**config.mk**
```make
export PLATFORM = sky130hd
export DESIGN_NAME = draw_cel_seq
export DESIGN_NICKNAME = d
export VERILOG_FILES = /design/src/rtl/draw_pkg.sv /design/src/rtl/draw_fx_stepper.sv /design/src/rtl/draw_cel_seq.sv
export SDC_FILE = /design/constraint.sdc
export NUM_CORES = 1
export LEC_CHECK = 0
export ABC_AREA = 1
export BUFFER_PORTS_ARGS = -buffer_cell sky130_fd_sc_hd__buf_2
export CAP_MARGIN = 25
export CELL_PAD_IN_SITES_DETAIL_PLACEMENT = 1
export CELL_PAD_IN_SITES_GLOBAL_PLACEMENT = 1
export CORE_MARGIN = 3
export CORE_UTILIZATION = 42
export DETAILED_ROUTE_END_ITERATION = 6
export GPL_TIMING_DRIVEN = 0
export PLACE_DENSITY = 0.93
export SYNTH_ARGS = -nofsm -noshare
export SYNTH_HDL_FRONTEND = slang
export SYNTH_SLANG_ARGS = --single-unit
```
**constraint.sdc**
```tcl
create_clock -name aclk -period 3.23 [get_ports aclk]
set_input_delay 0.1615 -clock aclk [delete_from_list [all_inputs] [get_ports aclk]]
set_output_delay 0.1615 -clock aclk [all_outputs]
set_load 0.05 [all_outputs]
```
**src/rtl/draw_pkg.sv**
```systemverilog
// Shared types for the cel drawing sequencer.
// Fixed-point formats, state encoding and small helpers.
package draw_pkg;

    typedef logic signed [31:0] int32_t;
    typedef logic signed [31:0] fx1616_t;

    localparam int FX_FRAC = 16;

    typedef enum logic [2:0] {
        IDLE,
        ISSUE,
        WAIT_ACK,
        WAIT_DONE,
        STEP,
        FINISH
    } cel_state_t;

    // Integer part of a signed 16.16 value, rounding toward -inf.
    function automatic int32_t fx_int(input fx1616_t v);
        return v >>> FX_FRAC;
    endfunction

endpackage

```
**src/rtl/draw_fx_stepper.sv**
```systemverilog
// Signed 16.16 x/y accumulator pair for row origins.
// Loads a start point, then adds a fixed step per row.
module draw_fx_stepper
    import draw_pkg::*;
(
    input  logic    aclk,
    input  logic    aresetn,
    input  logic    load,
    input  logic    step,
    input  fx1616_t x0,
    input  fx1616_t y0,
    input  fx1616_t dx,
    input  fx1616_t dy,
    output int32_t  xi,
    output int32_t  yi
);

    fx1616_t x;
    fx1616_t y;

    // Accumulators: load wins over step; adds wrap in 32 bits.
    always_ff @(posedge aclk or negedge aresetn) begin
        if (!aresetn) begin
            x <= '0;
            y <= '0;
        end else if (load) begin
            x <= x0;
            y <= y0;
        end else if (step) begin
            x <= x + dx;
            y <= y + dy;
        end
    end

    assign xi = fx_int(x);
    assign yi = fx_int(y);

endmodule

```
**src/rtl/draw_cel_seq.sv**
```systemverilog
// Cel sequencer: walks a cel row by row, handing each
// row origin and length to a row drawer via req/busy.
module draw_cel_seq
    import draw_pkg::*;
#(
    parameter int ADDR_WIDTH = 32,
    parameter int MAX_ROWS   = 1024
) (
    input  logic                  aclk,
    input  logic                  aresetn,
    input  logic                  start,
    input  logic                  abort,
    input  fx1616_t               x0_1616,
    input  fx1616_t               y0_1616,
    input  fx1616_t               vdx_1616,
    input  fx1616_t               vdy_1616,
    input  logic [ADDR_WIDTH-1:0] row_len,
    input  logic [15:0]           row_num,
    output logic                  row_req,
    output logic [ADDR_WIDTH-1:0] row_xcur,
    output logic [ADDR_WIDTH-1:0] row_ycur,
    output logic [ADDR_WIDTH-1:0] row_cnt,
    input  logic                  row_busy,
    output logic                  busy,
    output logic                  done,
    output logic [15:0]           rows_done
);

    localparam logic [15:0] MAX_N = 16'(MAX_ROWS);

    cel_state_t state;
    cel_state_t nxt;

    logic [15:0]           num_q;
    logic [15:0]           num_clamp;
    fx1616_t               vdx_q;
    fx1616_t               vdy_q;
    logic [ADDR_WIDTH-1:0] len_q;
    logic                  load;
    logic                  step_en;
    logic                  row_fin;
    int32_t                xi;
    int32_t                yi;

    assign num_clamp = (row_num > MAX_N) ? MAX_N : row_num;
    assign row_fin   = (state == WAIT_DONE) && !row_busy;

    draw_fx_stepper u_step (
        .aclk    (aclk),
        .aresetn (aresetn),
        .load    (load),
        .step    (step_en),
        .x0      (x0_1616),
        .y0      (y0_1616),
        .dx      (vdx_q),
        .dy      (vdy_q),
        .xi      (xi),
        .yi      (yi)
    );

    // State register.
    always_ff @(posedge aclk or negedge aresetn) begin
        if (!aresetn) state <= IDLE;
        else          state <= nxt;
    end

    // Next state and per-state strobes.
    always_comb begin
        nxt     = state;
        load    = 1'b0;
        step_en = 1'b0;
        row_req = 1'b0;
        unique case (state)
            IDLE: begin
                if (start) begin
                    load = 1'b1;
                    nxt  = (num_clamp == '0) ? FINISH : ISSUE;
                end
            end
            ISSUE: begin
                row_req = 1'b1;
                nxt     = WAIT_ACK;
            end
            WAIT_ACK: begin
                row_req = 1'b1;
                if (row_busy) nxt = WAIT_DONE;
            end
            WAIT_DONE: begin
                if (!row_busy) nxt = STEP;
            end
            STEP: begin
                step_en = 1'b1;
                if (rows_done == num_q || abort) nxt = FINISH;
                else                             nxt = ISSUE;
            end
            FINISH: begin
                nxt = IDLE;
            end
            default: begin
                nxt = IDLE;
            end
        endcase
    end

    // Latched cel parameters and completed-row counter.
    always_ff @(posedge aclk or negedge aresetn) begin
        if (!aresetn) begin
            num_q     <= '0;
            vdx_q     <= '0;
            vdy_q     <= '0;
            len_q     <= '0;
            rows_done <= '0;
        end else if (load) begin
            num_q     <= num_clamp;
            vdx_q     <= vdx_1616;
            vdy_q     <= vdy_1616;
            len_q     <= row_len;
            rows_done <= '0;
        end else if (row_fin) begin
            rows_done <= rows_done + 16'd1;
        end
    end

    assign busy     = (state != IDLE);
    assign done     = (state == FINISH);
    assign row_cnt  = len_q;
    assign row_xcur = ADDR_WIDTH'(xi);
    assign row_ycur = ADDR_WIDTH'(yi);

endmodule

```
==> metrics.md, run 1 <==
| Metric | Value |
|---|---|
| Outcome | finished clean |
| Main synth FF type | dfrtp_1 |
| Post-synthesis cell type count | 39 |
| Top cells by count, synth | nand2_1, inv_1, dfrtp_1 |
| Share of cells above drive strength 1 | 18.0% |
| Starting Density | 42.9% |
| CP arrival | 2910 ps |
| Final GP Congestion | 0.956 |
| First-pass GRT wire length | 89.9 mm |
| DRC | 0 |
| FF-to-FF setup slack | 670 ps |
| Clock skew | 22.6 ps |
| Synth area leaders | dfrtp_1, nand2_1, inv_1, ha_1, buf_4 |
| Reg clk slew, reported paths | 80 ps |
| Slew Viols, Final | 0 |
| Count of flip-flops with a built-in enable after synthesis | 0 |
| Finished Layout Cells | 2976 |
| P_leak | 10.5 nW |
| Synth top area share | 35.7% |
| Slew headroom | 46.9% |
| Total negative slack | 0 ps |
| Area of the core | 31800 sq um |
| Seq/Total Area, Yosys | 35.7% |
| Routed WL | 58.0 mm |
| Gr ovfl total | 0 |
| Die H | 186 um |
| Die footprint | 34700 sq um |
| CTS Sinks | 195 |
| Worst Hold Class | in2reg |
| Total track usage | 33.4% |
| Average cell area after synthesis | 6.55 sq um |
| Largest net degree at the start of global routing | 100 |
| Max clock buf depth | 2 |
| Fillers | 4315 |
| Vias | 15400 |
| Max Fclk | 0.391 GHz |
| I/O Pins | 296 |
| Final #Nets | 2773 |
| CP Launch Type | flop |
| I/O Buffers | 295 |
| Multi-input gate area | 6930 sq um |
| Ys async rst share | 100% |
| Clock tree from TritonCTS | done |
| Placed Cells | 2814 |
| Fin. Hold Viols | 0 |
| Root Buffer Master | clkbuf_16 |
| CP Class | reg2reg |
| Least-Margin Pin Slew | 796 ps |
| Sequential cell area | 4880 sq um |
| Vias/cell | 5.18 |
| Most common cell in the netlist | nand2_1 |
| Max H-tree Level | 4 |
| Required time of the critical path | 3580 ps |
| Syn nets | 2329 |
| Pwr/cell area | 1190 nW/um^2 |
| Postcts setup bufs | 0 |
| Final cycle utilization of the critical path | 79.2% |
| Hold_buf cts | 128 |
| First-pass detailed-route iteration total | 5 |
| Area leader, netlist | dfrtp_1 |
| DP HPWL | 39.3 mm |
| Unrepaired setup endpoints after global routing | no |
| Drt wl/cell | 19.5 um |
| Vias in the first global route | 17000 |
| Mapped cell area | 13700 sq um |
| Seq cells post-synth | 195 |
| Worst VDD drop | 0.571 mV |
| Row count | 65 |
| Final Critical Period | 2560 ps |
| TritonCTS Buffers | 17 |
| Worst skew pair latency | 480 ps |
| CP Max Fanout | 4 |
| Setup crit end kind | flop |
| # setup viols final | 0 |
| CTS resizes | 0 |
| Die width | 186 um |
| DRT antenna net count | 0 |
| Layout area overhead | 28.7% |
| DR iter-0 viols | 887 |
| Mapped Cells | 2083 |
| Yosys warning total | 0 |
| Maxcap violations | 0 |
| Initial antenna violation count | 1 |
layout by cell type, fill, tap and decap left out, drive strengths merged, types with 8 or more instances in the layout:
cell / count
nand2: 941
buf: 405
inv: 290
dfrtp: 195
nor2: 135
dlygate4sd3: 129
o21ai: 90
nand3: 83
ha: 63
a21oi: 56
xnor2: 28
clkbuf: 28
xor2: 22
nor3: 17
o211ai: 10
o21bai: 8
nand4: 8
state kept, by name, indices dropped and copies added, names as in the netlist:
name / flops
u_step.x: 32
row_cnt: 32
vdy_q: 32
state: 3
u_step.y: 32
vdx_q: 32
rows_done: 16
num_q: 16
stage by stage:
step / power (W) / cell area, sq um / setup slack (ps) / hold WS [ps] / utilization, %
detailed placement: 0.0180 / 15700 / 800 / 253 / 49.4
CTS: 0.0204 / 17600 / 745 / 0.768 / 55.2
finish: 0.0209 / 17600 / 673 / 16.3 / 55.3
global placement: 0.0173 / 15700 / -1380 / 361 / 49.3
floorplan: 0.0141 / 13700 / 1290 / -134 / -
global route: 0.0225 / 17600 / 537 / 20.5 / 55.2
kinds of logic after synthesis:
| family | share of synthesized area (%) |
|---|---|
| simple gates | 34.7 |
| compound gates | 6.76 |
| fa+ha+maj | 6.07 |
| buf+inv | 13.5 |
| xor+xnor | 3.21 |
| flops | 35.7 |
critical path, cell delays in order (launching register included):
cell	delay (ps)
dfrtp_1	400
ha_1	250
fa_1	450
nand3_1	120
nand3_1	180
nand2_1	110
nand2_1	110
nand2_1	80
nand2_1	190
nand2_1	190
nand2_1	80
nand2_1	70
nand3_1	90
nand2_1	90
nand2_1	50
power breakdown:
group          leakage [nW]  internal, W  total [W]  switching (W)
clock                 0.270      0.00104    0.00221        0.00117
sequential             2.47      0.00347    0.00440       0.000929
combinational          7.72      0.00439     0.0143        0.00991
total                  10.5      0.00890     0.0209         0.0120
path summary, 6_finish.rpt:
| check | depth (start not counted) | end | from |
|---|---|---|---|
| hold / removal | 5 | u_step.y[27]$_DFFE_PN0P_ | y0_1616[27] |
| hold reg to reg | 2 | row_cnt[12]$_DFFE_PN0P_ | row_cnt[12]$_DFFE_PN0P_ |
| setup / recovery | 14 | u_step.x[30]$_DFFE_PN0P_ | u_step.x[0]$_DFFE_PN0P_ |
| setup reg to reg | 14 | u_step.x[30]$_DFFE_PN0P_ | u_step.x[0]$_DFFE_PN0P_ |
| min in group asynchronous | 2 | num_q[12]$_DFFE_PN0P_ | aresetn |
| max in group asynchronous | 3 | vdx_q[26]$_DFFE_PN0P_ | aresetn |
final cells by class:
class                      count  share of cell area (%)
antenna                        1                  0.0142
buffer                       117                    4.34
clock buffer                  20                    2.54
clock inverter                12                   0.669
inverter                     287                    6.14
multi-input combinational   1484                    39.5
sequential                   195                    27.8
tap                          435                    3.10
timing repair buffer         425                    16.0
per-layer routing:
layer  GRT usage, %  vias up  share of wire, %
li1               -     7191                 -
met1           39.0     7469                39
met2           57.8      567                49
met3           6.34      175               6.1
met4           18.8        0               5.5
met5              0        -                 0
Power figures use the tool's default switching activity.
==> run 2, diff against run 1 <==
- CORE_UTILIZATION: 42 -> 35
- PLACE_DENSITY: 0.93 -> 0.84
- clock period: 3.23 -> 2.1 ns (I/O delays scaled with it)
==> metrics.md, run 2 (synthesis gave the netlist of run 1 again) <==
| Metric | Value |
|---|---|
| Finished Layout Cells | 3104 |
| Int Pwr | 0.0151 W |
| RR Startpoint | vdy_q[0]$_DFFE_PN0P_ |
| Crit path launch | vdy_q[0]$_DFFE_PN0P_ |
| Layout area overhead | 39.3% |
| Reg clk slew, reported paths | 90 ps |
| Total negative slack | -142 ps |
| Outcome | finished, violations left |
| Worst Hold Class | in2reg |
| Post-layout util | 50.0% |
| Setup crit end kind | flop |
| I/O Pins | 296 |
| Share of cells above drive strength 1 | 24.2% |
| Worst setup margin | -55.3 ps |
| Pwr/cell area | 1810 nW/um^2 |
| Slew Viols, Final | 0 |
| Vias in the first global route | 16400 |
| Clock tree from TritonCTS | done |
| Root Buffer Master | clkbuf_16 |
| Row count | 71 |
| Worst skew pair latency | 470 ps |
| Maxcap violations | 0 |
| Gate power share | 69.9% |
| CP Class | reg2reg |
| DR iter-0 viols | 660 |
| Die width | 204 um |
| DP HPWL | 39.5 mm |
| Starting Density | 35.9% |
| Routed WL | 58.0 mm |
| First-pass detailed-route iteration total | 6 |
| DRC | 0 |
| Final cycle utilization of the critical path | 103% |
| Total power | 0.0344 W |
| Required time of the critical path | 2460 ps |
| Total track usage | 27.2% |
| Final GP Congestion | 0.921 |
| P_sw | 0.0193 W |
| Max clock buf depth | 2 |
| CTS Sinks | 195 |
| Largest net degree at the start of global routing | 113 |
| TritonCTS Buffers | 17 |
| Max Fclk | 0.464 GHz |
| Worst Hold Launch | y0_1616[19] |
| CP arrival | 2510 ps |
| Drt wl/cell | 18.7 um |
| CP Launch Type | flop |
| Failing checks | negative hold slack, negative setup slack |
| Least-Margin Pin Slew | 939 ps |
| Commonest non-fill, non-tap cells in the layout | nand2_1, buf_2, inv_1 |
| Switching share of power | 56.1% |
| DRT antenna net count | 0 |
| Worst VDD drop | 0.919 mV |
| Die H | 204 um |
| First-pass GRT wire length | 88.5 mm |
| Hold slack final | -13.9 ps |
| CP Max Fanout | 4 |
| Max H-tree Level | 4 |
| Slew headroom | 37.4% |
| Clk pwr share | 9.8% |
| Final #Nets | 2824 |
| I/O Buffers | 295 |
| # setup viols final | 6 |
| Seq pwr share | 20.3% |
| Area of the core | 38000 sq um |
| Vias/cell | 4.91 |
| Gr ovfl total | 0 |
| Initial antenna violation count | 4 |
| Unrepaired setup endpoints after global routing | yes |
| Most common cell after layout, fill and taps aside | nand2_1 |
| Fin. Hold Viols | 1 |
| Final Critical Period | 2160 ps |
| Clock skew | 15.5 ps |
| Die footprint | 41400 sq um |
| Vias | 15300 |
| Placed Cells | 2890 |
| P_leak | 10.8 nW |
==> run 2: area by class of cell <==
class	count	area [sq um]
Buffer	117	811
Multi-Input combinational cell	1484	7750
Inverter	287	1080
Clock inverter	14	140
Sequential cell	195	4880
Clock buffer	18	429
Antenna cell	2	5.00
Timing Repair Buffer	476	3280
Tap cell	511	639
Fill cell	4970	19000
==> run 2: repair_timing <==
| action | in CTS | in global routing |
|---|---|---|
| hold buffers | 165 | 0 |
| gates resized for setup | 39 | 172 |
| pin swaps | 10 | 22 |
| setup buffers | 6 | 9 |
| cloned | 0 | 0 |
| hold endpoints to repair | 275 | 0 |
| setup endpoints to repair | 46 | 174 |
==> run 2: metal layers <==
layer | track usage [%] | vias up | part of all wire, %
met3 | 3.97 | 103 | 4.0
met1 | 33.9 | 7456 | 44
met4 | 9.64 | 2 | 3.0
met5 | 0 | - | 0.022
li1 | - | 7287 | -
met2 | 48.1 | 406 | 49
==> run 2: final timing paths <==
path | to | slack (ps) | depth (start not counted)
max | u_step.y[12]$_DFFE_PN0P_ | -60 | 10
min | u_step.y[19]$_DFFE_PN0P_ | -10 | 5
max reg2reg | u_step.y[12]$_DFFE_PN0P_ | -60 | 10
min reg2reg | row_cnt[7]$_DFFE_PN0P_ | 480 | 2
max in group asynchronous | u_step.x[25]$_DFFE_PN0P_ | 870 | 3
min in group asynchronous | rows_done[12]$_DFFE_PN0P_ | 250 | 2
==> run 2: stage by stage <==
step           worst slack [ps]  area, sq um
6_report                  -55.3        19000
5_1_grt                    -139        19000
4_1_cts                    3.48        18200
3_5_place_dp               -336        15800
3_3_place_gp              -2550        15800
2_1_floorplan               160        13700
==> run 2: worst max-delay path, stage by stage (launching register included) <==
cell and delay [ps]:
dfrtp_1 440, ha_4 190, fa_2 380, nand3_2 120
nand3_4 110, nand3_2 80, nand3b_1 210, buf_4 220
xor2_1 140, nor2_1 100, o21ai_1 60
==> run 2: power groups by stage <==
| stage | clock network (W) | logic, W | registers (W) |
|---|---|---|---|
| global route | 0.00358 | 0.0264 | 0.00714 |
| global placement | 0 | 0.0203 | 0.00658 |
| floorplan | 0 | 0.0144 | 0.00730 |
| finish | 0.00336 | 0.0241 | 0.00697 |
| CTS | 0.00343 | 0.0217 | 0.00663 |
| detailed placement | 0 | 0.0210 | 0.00666 |
==> run 3, diff against run 2 <==
- ABC_AREA: 1 -> default
- CORE_UTILIZATION: 35 -> 36
==> metrics.md, run 3 <==
| Metric | Value |
|---|---|
| Worst setup margin | -947 ps |
| Most common cell after layout, fill and taps aside | nand2_1 |
| Final GP Congestion | 0.895 |
| Share of cells above drive strength 1 | 33.8% |
| Final #Nets | 2157 |
| Vias | 13200 |
| Synth top area share | 42.3% |
| Final Critical Period | 3050 ps |
| CP arrival | 3350 ps |
| Top cells by count, synth | nand2_1, dfrtp_1, a21oi_1 |
| Clock skew | 24.3 ps |
| Reg clk slew, reported paths | 100 ps |
| Met3 GRT Util | 4.95% |
| TritonCTS Buffers | 17 |
| Seq cells post-synth | 195 |
| Worst Hold Class | in2reg |
| I/O Pins | 296 |
| Outcome | finished, violations left |
| Slew Viols, Final | 0 |
| DRC | 0 |
| Die H | 185 um |
| Post-synthesis cell type count | 60 |
| Max H-tree Level | 4 |
| Fin. Hold Viols | 0 |
| Total power | 0.0341 W |
| P_leak | 8.54 nW |
| Average cell area after synthesis | 8.44 sq um |
| Post-Place Setup Slack | -1130 ps |
| Proportion of synthesized area in mux cells | 0.260% |
| Main synth FF type | dfrtp_1 |
| Mapped cell area | 11500 sq um |
| Syn nets | 1613 |
| DRT antenna net count | 0 |
| Compound-Gate Fraction of Synth Area | 17.1% |
| CP Max Fanout | 4 |
| Total track usage | 30.1% |
| Post-Synth Adder-Cell Area | 7.18% |
| DR iter-0 viols | 823 |
| Least-Margin Pin Slew | 830 ps |
| Met1 usage | 34.4% |
| Most common cell in the netlist | nand2_1 |
| Drt wl/cell | 24.4 um |
| Clock tree from TritonCTS | done |
| Largest net degree at the start of global routing | 104 |
| # setup viols final | 52 |
| Largest family of logic cells by synthesized area | simple AND/OR/NAND/NOR gates |
| Yosys warning total | 0 |
| CP Launch Type | flop |
| CTS Sinks | 195 |
| Vias in the first global route | 14200 |
| I/O Buffers | 295 |
| Unrepaired setup endpoints after global routing | yes |
| Gr ovfl total | 0 |
| Area leader, netlist | dfrtp_1 |
| Count of flip-flops with a built-in enable after synthesis | 0 |
| Mapped Cells | 1367 |
| M2 GR Usage | 54.5% |
| Max Fclk | 0.328 GHz |
| Die width | 185 um |
| Most Used Layer, Global Route | met2 |
| Starting Density | 37.1% |
| Failing checks | negative setup slack |
| Post-Synth XOR/XNOR Area | 6.23% |
| Layout area overhead | 52.2% |
| Setup crit end kind | flop |
| First-pass detailed-route iteration total | 6 |
| Commonest non-fill, non-tap cells in the layout | nand2_1, buf_2, dfrtp_1 |
| Slew headroom | 44.6% |
| First-pass GRT wire length | 79.3 mm |
| Worst skew pair latency | 470 ps |
| Initial antenna violation count | 3 |
| Worst VDD drop | 0.898 mV |
| Row count | 64 |
| Vias/cell | 5.67 |
| Max clock buf depth | 2 |
| Die footprint | 34200 sq um |
| Seq/Total Area, Yosys | 42.3% |
| Final cycle utilization of the critical path | 145% |
| Synthesized-area fraction occupied by and/or/nand/nor cells | 20.3% |
| CP Class | reg2reg |
| Ys async rst share | 100% |
| Maxcap violations | 0 |
| Root Buffer Master | clkbuf_16 |
| Area of the core | 31100 sq um |
| Synth area leaders | dfrtp_1, nand2_1, ha_1, a21oi_1, buf_4 |
| Routed WL | 56.7 mm |
| Required time of the critical path | 2400 ps |
| Pwr/cell area | 1950 nW/um^2 |
| DP HPWL | 31.9 mm |
==> run 3: timing repair <==
item                                   CTS  global route
pin swaps                               55            85
hold buffers                           172             1
setup endpoints to repair              190           153
buffers inserted                        45            26
gates resized for setup                116           152
gates cloned                             0             0
endpoints found under the hold margin  264             1
==> run 3: worst paths after layout <==
| kind | depth (start not counted) | endpoint | slack [ps] | from |
|---|---|---|---|---|
| worst max-delay path | 11 | u_step.y[26]$_DFFE_PN0P_ | -950 | u_step.y[6]$_DFFE_PN0P_ |
| worst min-delay path | 3 | num_q[10]$_DFFE_PN0P_ | 10 | row_num[11] |
| worst max register to register | 11 | u_step.y[26]$_DFFE_PN0P_ | -950 | u_step.y[6]$_DFFE_PN0P_ |
| worst min register to register | 2 | row_cnt[2]$_DFFE_PN0P_ | 490 | row_cnt[2]$_DFFE_PN0P_ |
| max in group asynchronous | 3 | state[2]$_DFFE_PN0P_ | 840 | aresetn |
| min in group asynchronous | 2 | u_step.x[17]$_DFFE_PN0P_ | 220 | aresetn |
==> run 3: kinds of logic (layout without fill, tap and decap cells) <==
group	Yosys count	in the layout
DFF	195	195
adders and majority gates	65	65
xor gates and xnor gates	82	82
and+or+nand+nor	565	565
AOI/OAI and AO/OA	317	317
muxes	3	3
buffers and inverters	140	697
other	0	4
==> run 3: metrics by stage <==
step                instance area, sq um  instances  hold slack [ps]  utilization [%]  TNS [ps]
floorplan                          11700       1367             -191                -     -6950
global placement                   13700       2058              295             44.1   -591700
detailed placement                 13700       2059              186             44.2   -125200
CTS                                16800       2306          0.00233             54.1    -19960
global route                       17600       2323             43.3             56.5    -29600
finish                             17600       2324             9.76             56.5    -25310
==> run 3: layout make-up <==
class / instances / area [sq um]
multi-input combinational: 1032 / 6960
timing repair buffer: 531 / 3810
sequential: 195 / 4880
antenna: 4 / 10.0
inverter: 17 / 63.8
buffer: 117 / 752
tap: 396 / 495
fill: 3579 / 13500
clock inverter: 15 / 155
clock buffer: 17 / 425
==> run 3: critical path, stage by stage, from the launching register on <==
cell	delay (ps)
dfrtp_1	420
ha_4	270
a21o_1	170
a221o_1	400
a31oi_4	230
a2111oi_4	120
nor4b_2	330
o31a_1	280
o31ai_4	130
a21oi_2	180
xor2_1	210
o21ai_1	150
==> run 3: metal layers <==
metal,wire [um],vias up
li1,-,5697
met1,21200,6621
met2,29100,606
met3,2730,245
met4,3630,0
met5,0,-
==> run 3: where the power goes <==
part	switching [W]	internal [W]
Sequential	0.00160	0.00529
Clock	0.00183	0.00160
Combinational	0.0146	0.00918
Total	0.0181	0.0161
